--- src/rtl/custom_rv_core.sv ---
// rtl/custom_rv_core.sv - multi-cycle RV32I + Zicsr machine-mode core with Wishbone fetch and data ports
module custom_rv_core #(
  parameter logic [31:0] RESET_PC = 32'h0000_0000
) (
  input  logic        clk,
  input  logic        rst_n,
  output logic [31:0] iwb_adr_o,
  input  logic [31:0] iwb_dat_i,
  output logic        iwb_cyc_o,
  output logic        iwb_stb_o,
  input  logic        iwb_ack_i,
  output logic [31:0] dwb_adr_o,
  output logic [31:0] dwb_dat_o,
  input  logic [31:0] dwb_dat_i,
  output logic        dwb_we_o,
  output logic [3:0]  dwb_sel_o,
  output logic        dwb_cyc_o,
  output logic        dwb_stb_o,
  input  logic        dwb_ack_i,
  input  logic        dwb_err_i,
  input  logic [31:0] interrupts
);
  localparam logic [2:0] STATE_FETCH = 3'd0, STATE_DECODE = 3'd1, STATE_EXECUTE = 3'd2,
                         STATE_MEM = 3'd3, STATE_WRITEBACK = 3'd4, STATE_TRAP = 3'd5;
  localparam logic [6:0] OP_LUI = 7'b0110111, OP_AUIPC = 7'b0010111, OP_JAL = 7'b1101111,
                         OP_JALR = 7'b1100111, OP_BRANCH = 7'b1100011, OP_LOAD = 7'b0000011,
                         OP_STORE = 7'b0100011, OP_IMM = 7'b0010011, OP_REG = 7'b0110011,
                         OP_FENCE = 7'b0001111, OP_SYSTEM = 7'b1110011;

  logic [2:0]  r_state, w_next_state;
  logic        r_run;
  logic [31:0] r_pc, r_instr, r_rs1v, r_rs2v, r_imm, r_alu, r_target, r_mem_data;
  logic        r_taken;
  logic [31:0] r_rf [0:31];
  logic        r_mstatus_mie, r_mstatus_mpie;
  logic [31:0] r_mie, r_mtvec, r_mscratch, r_mepc, r_mcause, r_mtval;
  logic [31:0] r_trap_pc, r_trap_cause, r_trap_val;

  logic [6:0]  w_opcode, w_funct7;
  logic [4:0]  w_rd, w_rs1, w_rs2, w_irq_idx;
  logic [2:0]  w_funct3;
  logic [31:0] w_imm, w_op_a, w_op_b, w_alu, w_target, w_ld_shift, w_load_data;
  logic [31:0] w_csr_rdata, w_csr_src, w_csr_wdata, w_rd_data, w_next_pc, w_irq_pend;
  logic        w_illegal, w_ecall, w_ebreak, w_mret, w_taken, w_redirect;
  logic        w_mem_read, w_mem_write, w_is_csr, w_csr_we, w_rd_wen;
  logic        w_misal_mem, w_misal_tgt, w_irq;

  assign w_opcode    = r_instr[6:0];
  assign w_rd        = r_instr[11:7];
  assign w_funct3    = r_instr[14:12];
  assign w_rs1       = r_instr[19:15];
  assign w_rs2       = r_instr[24:20];
  assign w_funct7    = r_instr[31:25];
  assign w_mem_read  = (w_opcode == OP_LOAD);
  assign w_mem_write = (w_opcode == OP_STORE);
  assign w_is_csr    = (w_opcode == OP_SYSTEM) && (w_funct3 != 3'b000);

  // Decode: immediate format and legality of the latched instruction
  always_comb begin
    w_imm     = {{20{r_instr[31]}}, r_instr[31:20]};
    w_illegal = 1'b0;
    w_ecall   = 1'b0;
    w_ebreak  = 1'b0;
    w_mret    = 1'b0;
    case (w_opcode)
      OP_LUI, OP_AUIPC: w_imm = {r_instr[31:12], 12'b0};
      OP_JAL:    w_imm = {{11{r_instr[31]}}, r_instr[31], r_instr[19:12], r_instr[20], r_instr[30:21], 1'b0};
      OP_JALR:   w_illegal = (w_funct3 != 3'b000);
      OP_BRANCH: begin
        w_imm     = {{19{r_instr[31]}}, r_instr[31], r_instr[7], r_instr[30:25], r_instr[11:8], 1'b0};
        w_illegal = (w_funct3[2:1] == 2'b01);
      end
      OP_LOAD:   w_illegal = (w_funct3 == 3'b011) || (w_funct3[2:1] == 2'b11);
      OP_STORE: begin
        w_imm     = {{20{r_instr[31]}}, r_instr[31:25], r_instr[11:7]};
        w_illegal = w_funct3[2] || (w_funct3[1:0] == 2'b11);
      end
      OP_IMM:    w_illegal = ((w_funct3 == 3'b001) && (w_funct7 != 7'd0)) ||
                             ((w_funct3 == 3'b101) && (w_funct7 != 7'd0) && (w_funct7 != 7'b0100000));
      OP_REG:    w_illegal = !((w_funct7 == 7'd0) ||
                               ((w_funct7 == 7'b0100000) && ((w_funct3 == 3'b000) || (w_funct3 == 3'b101))));
      OP_FENCE:  w_illegal = 1'b0;
      OP_SYSTEM: begin
        if (w_funct3 == 3'b000) begin
          w_ecall   = (r_instr == 32'h0000_0073);
          w_ebreak  = (r_instr == 32'h0010_0073);
          w_mret    = (r_instr == 32'h3020_0073);
          w_illegal = !(w_ecall || w_ebreak || w_mret);
        end else begin
          w_illegal = (w_funct3 == 3'b100);
        end
      end
      default:   w_illegal = 1'b1;
    endcase
  end

  // Execute: ALU, branch compare and control-transfer target
  always_comb begin
    w_op_a = (w_opcode == OP_LUI) ? 32'd0 : (w_opcode == OP_AUIPC) ? r_pc : r_rs1v;
    w_op_b = ((w_opcode == OP_REG) || (w_opcode == OP_BRANCH)) ? r_rs2v : r_imm;
    w_alu  = w_op_a + w_op_b;
    if ((w_opcode == OP_REG) || (w_opcode == OP_IMM)) begin
      case (w_funct3)
        3'b000: w_alu = ((w_opcode == OP_REG) && w_funct7[5]) ? w_op_a - w_op_b : w_op_a + w_op_b;
        3'b001: w_alu = w_op_a << w_op_b[4:0];
        3'b010: w_alu = {31'd0, $signed(w_op_a) < $signed(w_op_b)};
        3'b011: w_alu = {31'd0, w_op_a < w_op_b};
        3'b100: w_alu = w_op_a ^ w_op_b;
        3'b101: w_alu = w_funct7[5] ? 32'($signed(w_op_a) >>> w_op_b[4:0]) : w_op_a >> w_op_b[4:0];
        3'b110: w_alu = w_op_a | w_op_b;
        default: w_alu = w_op_a & w_op_b;
      endcase
    end
    case (w_funct3)
      3'b000:  w_taken = (r_rs1v == r_rs2v);
      3'b001:  w_taken = (r_rs1v != r_rs2v);
      3'b100:  w_taken = ($signed(r_rs1v) < $signed(r_rs2v));
      3'b101:  w_taken = ($signed(r_rs1v) >= $signed(r_rs2v));
      3'b110:  w_taken = (r_rs1v < r_rs2v);
      default: w_taken = (r_rs1v >= r_rs2v);
    endcase
    w_target    = (w_opcode == OP_JALR) ? ((r_rs1v + r_imm) & ~32'd1) : (r_pc + r_imm);
    w_redirect  = (w_opcode == OP_JAL) || (w_opcode == OP_JALR) || ((w_opcode == OP_BRANCH) && w_taken);
    w_misal_tgt = w_redirect && (w_target[1:0] != 2'b00);
    w_misal_mem = (w_mem_read || w_mem_write) &&
                  (((w_funct3[1:0] == 2'b01) && w_alu[0]) || ((w_funct3[1:0] == 2'b10) && (w_alu[1:0] != 2'b00)));
  end

  // CSR read mux and read-modify-write value
  always_comb begin
    case (r_instr[31:20])
      12'h300: w_csr_rdata = {24'd0, r_mstatus_mpie, 3'd0, r_mstatus_mie, 3'd0};
      12'h304: w_csr_rdata = r_mie;
      12'h305: w_csr_rdata = r_mtvec;
      12'h340: w_csr_rdata = r_mscratch;
      12'h341: w_csr_rdata = r_mepc;
      12'h342: w_csr_rdata = r_mcause;
      12'h343: w_csr_rdata = r_mtval;
      12'h344: w_csr_rdata = interrupts;
      default: w_csr_rdata = 32'd0;
    endcase
    w_csr_src = w_funct3[2] ? {27'd0, w_rs1} : r_rs1v;
    case (w_funct3[1:0])
      2'b01:   w_csr_wdata = w_csr_src;
      2'b10:   w_csr_wdata = w_csr_rdata | w_csr_src;
      2'b11:   w_csr_wdata = w_csr_rdata & ~w_csr_src;
      default: w_csr_wdata = w_csr_rdata;
    endcase
    w_csr_we = w_is_csr && ((w_funct3[1:0] == 2'b01) || (w_rs1 != 5'd0));
  end

  // Writeback value selection, load alignment and next pc
  always_comb begin
    w_ld_shift = r_mem_data >> {r_alu[1:0], 3'b000};
    case (w_funct3)
      3'b000:  w_load_data = {{24{w_ld_shift[7]}}, w_ld_shift[7:0]};
      3'b001:  w_load_data = {{16{w_ld_shift[15]}}, w_ld_shift[15:0]};
      3'b100:  w_load_data = {24'd0, w_ld_shift[7:0]};
      3'b101:  w_load_data = {16'd0, w_ld_shift[15:0]};
      default: w_load_data = r_mem_data;
    endcase
    if (w_mem_read)                                       w_rd_data = w_load_data;
    else if ((w_opcode == OP_JAL) || (w_opcode == OP_JALR)) w_rd_data = r_pc + 32'd4;
    else if (w_is_csr)                                    w_rd_data = w_csr_rdata;
    else                                                  w_rd_data = r_alu;
    w_rd_wen = (w_rd != 5'd0) && (w_mem_read || w_is_csr || (w_opcode == OP_LUI) || (w_opcode == OP_AUIPC) ||
               (w_opcode == OP_JAL) || (w_opcode == OP_JALR) || (w_opcode == OP_REG) || (w_opcode == OP_IMM));
    w_next_pc = r_taken ? r_target : w_mret ? r_mepc : r_pc + 32'd4;
  end

  // Pending enabled interrupt with the lowest index wins
  always_comb begin
    w_irq_pend = interrupts & r_mie;
    w_irq_idx  = 5'd0;
    for (int i = 31; i >= 0; i--) if (w_irq_pend[i]) w_irq_idx = 5'(i);
    w_irq = r_mstatus_mie && (w_irq_pend != 32'd0);
  end

  // State register
  always_ff @(posedge clk or negedge rst_n) begin
    if (!rst_n) r_state <= STATE_FETCH;
    else        r_state <= w_next_state;
  end

  // Next-state logic; interrupts are taken on the way back to FETCH
  always_comb begin
    w_next_state = r_state;
    case (r_state)
      STATE_FETCH:     if (iwb_cyc_o && iwb_ack_i) w_next_state = STATE_DECODE;
      STATE_DECODE:    w_next_state = (w_illegal || w_ecall || w_ebreak) ? STATE_TRAP : STATE_EXECUTE;
      STATE_EXECUTE:   w_next_state = (w_misal_tgt || w_misal_mem) ? STATE_TRAP :
                                      (w_mem_read || w_mem_write) ? STATE_MEM : STATE_WRITEBACK;
      STATE_MEM:       if (dwb_err_i) w_next_state = STATE_TRAP;
                       else if (dwb_ack_i) w_next_state = STATE_WRITEBACK;
      STATE_WRITEBACK: w_next_state = w_irq ? STATE_TRAP : STATE_FETCH;
      default:         w_next_state = STATE_FETCH;
    endcase
  end

  // Bus outputs decoded from state; the fetch port idles for one cycle after reset release
  always_comb begin
    iwb_adr_o = r_pc;
    iwb_cyc_o = r_run && (r_state == STATE_FETCH);
    iwb_stb_o = iwb_cyc_o;
    dwb_adr_o = 32'd0;
    dwb_dat_o = 32'd0;
    dwb_we_o  = 1'b0;
    dwb_sel_o = 4'd0;
    dwb_cyc_o = 1'b0;
    dwb_stb_o = 1'b0;
    if (r_state == STATE_MEM) begin
      dwb_cyc_o = 1'b1;
      dwb_stb_o = 1'b1;
      dwb_adr_o = r_alu;
      dwb_sel_o = 4'hF;
      if (w_mem_write) begin
        dwb_we_o = 1'b1;
        case (w_funct3[1:0])
          2'b00:   begin dwb_dat_o = {4{r_rs2v[7:0]}};  dwb_sel_o = 4'b0001 << r_alu[1:0]; end
          2'b01:   begin dwb_dat_o = {2{r_rs2v[15:0]}}; dwb_sel_o = 4'b0011 << r_alu[1:0]; end
          default: dwb_dat_o = r_rs2v;
        endcase
      end
    end
  end

  // Datapath, register file, CSRs and trap bookkeeping
  always_ff @(posedge clk or negedge rst_n) begin
    if (!rst_n) begin
      r_run <= 1'b0; r_pc <= RESET_PC; r_instr <= 32'd0; r_rs1v <= 32'd0; r_rs2v <= 32'd0;
      r_imm <= 32'd0; r_alu <= 32'd0; r_target <= 32'd0; r_taken <= 1'b0; r_mem_data <= 32'd0;
      for (int i = 0; i < 32; i++) r_rf[i] <= 32'd0;
      r_mstatus_mie <= 1'b0; r_mstatus_mpie <= 1'b0; r_mie <= 32'd0; r_mtvec <= 32'd0;
      r_mscratch <= 32'd0; r_mepc <= 32'd0; r_mcause <= 32'd0; r_mtval <= 32'd0;
      r_trap_pc <= 32'd0; r_trap_cause <= 32'd0; r_trap_val <= 32'd0;
    end else begin
      r_run <= 1'b1;
      case (r_state)
        STATE_FETCH: if (iwb_cyc_o && iwb_ack_i) r_instr <= iwb_dat_i;
        STATE_DECODE: begin
          r_rs1v <= r_rf[w_rs1];
          r_rs2v <= r_rf[w_rs2];
          r_imm  <= w_imm;
          r_trap_pc <= r_pc;
          if (w_illegal)     begin r_trap_cause <= 32'd2;  r_trap_val <= r_instr; end
          else if (w_ecall)  begin r_trap_cause <= 32'd11; r_trap_val <= 32'd0;   end
          else if (w_ebreak) begin r_trap_cause <= 32'd3;  r_trap_val <= 32'd0;   end
        end
        STATE_EXECUTE: begin
          r_alu     <= w_alu;
          r_target  <= w_target;
          r_taken   <= w_redirect;
          r_trap_pc <= r_pc;
          if (w_misal_tgt) begin
            r_trap_cause <= 32'd0;
            r_trap_val   <= w_target;
          end else if (w_misal_mem) begin
            r_trap_cause <= w_mem_read ? 32'd4 : 32'd6;
            r_trap_val   <= w_alu;
          end
        end
        STATE_MEM: begin
          if (dwb_err_i) begin
            r_trap_pc    <= r_pc;
            r_trap_cause <= w_mem_read ? 32'd5 : 32'd7;
            r_trap_val   <= r_alu;
          end else if (dwb_ack_i) begin
            r_mem_data <= dwb_dat_i;
          end
        end
        STATE_WRITEBACK: begin
          if (w_rd_wen) r_rf[w_rd] <= w_rd_data;
          if (w_csr_we) begin
            case (r_instr[31:20])
              12'h300: begin r_mstatus_mie <= w_csr_wdata[3]; r_mstatus_mpie <= w_csr_wdata[7]; end
              12'h304: r_mie      <= w_csr_wdata;
              12'h305: r_mtvec    <= w_csr_wdata;
              12'h340: r_mscratch <= w_csr_wdata;
              12'h341: r_mepc     <= {w_csr_wdata[31:2], 2'b00};
              12'h342: r_mcause   <= w_csr_wdata;
              12'h343: r_mtval    <= w_csr_wdata;
              default: ;
            endcase
          end
          if (w_mret) begin
            r_mstatus_mie  <= r_mstatus_mpie;
            r_mstatus_mpie <= 1'b1;
          end
          r_pc <= w_next_pc;
          if (w_irq) begin
            r_trap_pc    <= w_next_pc;
            r_trap_cause <= {1'b1, 26'd0, w_irq_idx};
            r_trap_val   <= 32'd0;
          end
        end
        STATE_TRAP: begin
          r_mepc         <= r_trap_pc;
          r_mcause       <= r_trap_cause;
          r_mtval        <= r_trap_val;
          r_mstatus_mpie <= r_mstatus_mie;
          r_mstatus_mie  <= 1'b0;
          r_pc           <= {r_mtvec[31:2], 2'b00};
        end
        default: ;
      endcase
    end
  end
endmodule

--- config.mk ---
export PLATFORM = sky130hd
export DESIGN_NAME = custom_rv_core
export DESIGN_NICKNAME = d
export VERILOG_FILES = /design/src/rtl/custom_rv_core.sv
export SDC_FILE = /design/constraint.sdc
export NUM_CORES = 2
export LEC_CHECK = 0
export ABC_AREA = 1
export CORE_UTILIZATION = 40
export DETAILED_ROUTE_END_ITERATION = 6
export DONT_BUFFER_PORTS = 1
export PLACE_DENSITY = 0.67
export SYNTH_ARGS = -nofsm -noshare
export SYNTH_HDL_FRONTEND = slang
export SYNTH_SLANG_ARGS = --single-unit
--- constraint.sdc ---
create_clock -name clk -period 4.85 [get_ports clk]
set_clock_uncertainty 0.2 [all_clocks]
set_input_delay 0.7275 -clock clk [delete_from_list [all_inputs] [get_ports clk]]
set_output_delay 0.7275 -clock clk [all_outputs]
set_load 0.005 [all_outputs]
==> qor.csv <==
stage,metric,value,unit
die,Initial Util,0.402,
grt,total gr overflow,0,
synthesis,"EDFF count, synth",0,
synthesis,compound-cell area share of the yosys netlist,0.258,
status,status,"complete, but fails checks",
cells_and_area,Layout Nets,13668,
timing,Pins Over Slew Limit,18,
synthesis,async set or reset register ratio after synthesis,1.00,
timing,Slew HR,-0.0462,
timing,Final Worst Setup Slack,-25.4,ps
pwr,switching portion of total power,0.533,
die,full die area,236000,sq um
run,Max-Cap Viols,2,
placed_design,RD Place Congestion,1.09,
synthesis,mux contribution to synthesized area,0.00324,
timing,post-route setup TNS,-25.4,ps
placed_design,DP Worst Slack,-443,ps
pwr,combinational fraction of design power,0.640,
worst_setup_path,Worst Setup Start Kind,register,
route,overall via count from detail_route,104223,
synthesis,Adder-Cell Fraction of Synth Area,0.0264,
cells_and_area,Layout fillers,23356,
cells_and_area,final core utilization,0.490,
clock_network,Max clock buf depth,3,
clock_network,clk sink count,1549,
min_path,Hold WC Path Type,primary input to register,
cells_and_area,layout cell share with drive strength beyond 1,0.145,
pwr,Psw,0.0481,W
route,DR vias/cell,6.28,
timing,Final Hold Viols,0,
placed_design,Placed Instances,16130,
timing,RSZ-0062 raised after global routing,yes,
grt,initial antenna violation count,49,
timing,Period minus WS final,4880,ps
worst_setup_path,Crit Path Class,register to output port,
pwr,Sequential Power Share,0.200,
cells_and_area,Layout Cells excl Fill,16589,
clock_network,clock transition at the registers of the reported paths,70,ps
timing,fin crit share,1.01,
synthesis,sequential share of the synthesized area,0.415,
route,Routed WL,549,mm
synthesis,Post-Synth Simple-Gate Area,0.210,
synthesis,synthesized cell area,93400,sq um
worst_setup_path,R2R Setup Slk,10,ps
worst_setup_path,CP Max Fanout,17,
grt,first-pass GRT wire length,756,mm
route,post-route DRC violation count,5,
synthesis,post-synth cell types,74,
route,routed length per instance,33.1,microns
die,cell row count,177,
clock_network,H-tree lvl count,4,
cells_and_area,"commonest non-fill, non-tap cells in the layout","2983 x nand2_1, 2221 x o21ai_0, 1540 x dfrtp_1",
pwr,P_int,0.0422,W
cells_and_area,synthesis-to-finish area growth,21.8,%
grt,vias in the first global route,95273,
placed_design,HPWL after DPL,400,mm
pwr,Clk network pwr share,0.160,
clock_network,"Clk Latency, worst-skew pair",900,ps
clock_network,clk root buf,clkbuf_16,
synthesis,Synth Register Bits,1549,
clock_network,Num CTS Buffers,179,
pwr,IR Drop Worst-Case VDD,0.398,mV
placed_design,port buffer count,0,
synthesis,Mapped Nets,13111,
status,failing checks,"design-rule violations, max-capacitance violations, max-slew violations, negative setup slack",
route,DRT antenna net count,0,
grt,total track usage,0.455,
synthesis,Synth Warn #,0,
synthesis,largest family of logic cells by synthesized area,compound AO/OA/AOI/OAI gates,
worst_setup_path,Worst setup EP type,output port,
synthesis,xor and xnor area share after synthesis,0.00741,
synthesis,Post-synth top flop,dfrtp_1,
die,die width,485,microns
timing,final setup vio count,1,
die,num ports,206,
route,First DRT Iteration DRCs,15905,
route,drt pass-1 iters,7,
pwr,Tot Pwr,0.0903,W
worst_setup_path,Worst Path Arrival,3950,ps
synthesis,Gate Count Post-Synth,12815,
die,core area,232000,sq um
die,Die Y,485,microns
clock_network,CTS tree,done,
cells_and_area,"commonest non-fill, non-tap cell in the layout",nand2_1,
worst_setup_path,data required time of the worst path,3920,ps
synthesis,post-synthesis average cell area,7.29,sq um
timing,Max Freq,0.205,GHz
pwr,pwr/cell area,793,nW/um^2
grt,largest net degree at the start of global routing,257,
timing,Least-Margin Pin Slew,1560,ps
pwr,Leak,54.0,nW
==> cell families after synthesis <==
kind of cell / after synthesis
simple gates: 4828
other cells: 1
fa+ha+maj: 195
xor+xnor: 79
buf+inv: 1954
flops: 1549
mux: 28
compound gates: 4181
==> metrics by stage <==
step           hold WS, ps  cell area (sq um)
2_1_floorplan          232              93400
3_3_place_gp           183             106000
3_5_place_dp           185             106000
4_1_cts               3.12             113000
5_1_grt               35.7             114000
6_report              30.2             114000
==> final cells by class <==
cell class / instances / area [sq um] / area share
clock buffer: 238 / 5050 / 0.0444
sequential: 1549 / 38800 / 0.341
antenna: 35 / 87.6 / 0.000769
tap: 3043 / 3810 / 0.0334
clock inverter: 82 / 1110 / 0.00973
multi-input combinational: 9312 / 48200 / 0.423
inverter: 932 / 3560 / 0.0313
timing repair buffer: 1398 / 13200 / 0.116
==> worst max-delay path: stages, from the launching register on <==
cell and delay [ps]:
dfrtp_1 800, inv_1 350, nor2_1 330, inv_1 300
nor2_1 310, nor3_1 170, a21oi_1 840
==> synth_stat cells, types with 191 or more instances <==
master	number	area, sq um
nand2_1	3006	11300
o21ai_0	2270	11400
dfrtp_1	1549	38800
nor2_1	981	3680
clkbuf_1	908	3410
inv_1	897	3370
a21oi_1	697	3490
nand3_1	478	2390
a22oi_1	254	1910
o211ai_1	226	1700
o22ai_1	197	1230
ha_1	191	2390
==> worst paths after layout <==
check / startpoint / to / depth (start not counted)
setup / recovery: r_alu[0]$_DFFE_PN0P_ / dwb_sel_o[2] / 6
hold / removal: iwb_dat_i[4] / r_instr[4]$_DFFE_PN0P_ / 2
setup reg to reg: r_alu[0]$_DFFE_PN0P_ / r_rf[212]$_DFFE_PN0P_ / 11
hold reg to reg: r_rf[1006]$_DFFE_PN0P_ / r_rf[1006]$_DFFE_PN0P_ / 0
max in group asynchronous: rst_n / r_rf[376]$_DFFE_PN0P_ / 6
min in group asynchronous: rst_n / r_rf[107]$_DFFE_PN0P_ / 2
==> layer usage <==
| layer | global-route usage | part of all wire | vias up |
|---|---|---|---|
| li1 | - | - | 44881 |
| met3 | 0.135 | 0.12 | 1607 |
| met5 | 0 | 0.00037 | - |
| met4 | 0.316 | 0.083 | 28 |
| met2 | 0.650 | 0.41 | 7202 |
| met1 | 0.587 | 0.38 | 50505 |
==> power groups by stage <==
stage / clock network (W) / registers [W] / logic (W)
2_1_floorplan: 0 / 0.0168 / 0.0259
3_3_place_gp: 0 / 0.0181 / 0.0542
3_5_place_dp: 0 / 0.0181 / 0.0539
4_1_cts: 0.0145 / 0.0179 / 0.0544
5_1_grt: 0.0150 / 0.0181 / 0.0599
6_report: 0.0145 / 0.0181 / 0.0577
==> repair_timing <==
action	in CTS	in global routing
pin swaps	5	68
hold endpoints to repair	497	0
hold buffers	68	0
endpoints found under the setup margin	52	90
setup buffers	2	30
gates resized for setup	39	190
cloned	0	2
==> flip-flops by register name (all words and copies together) (netlist names) <==
name            flops
r_trap_pc          32
r_imm              32
r_state             3
r_trap_cause        6
r_mtvec            32
r_instr            32
r_rs1v             32
r_mstatus_mpie      1
r_mtval            32
r_mstatus_mie       1
r_target           32
r_alu              32
r_mcause           32
r_mepc             32
r_rf             1024
r_mie              32
r_mscratch         32
r_taken             1
r_rs2v             32
iwb_adr_o          32
r_trap_val         32
r_mem_data         32
r_run               1
No activity file was read; power rests on OpenSTA's default activity.
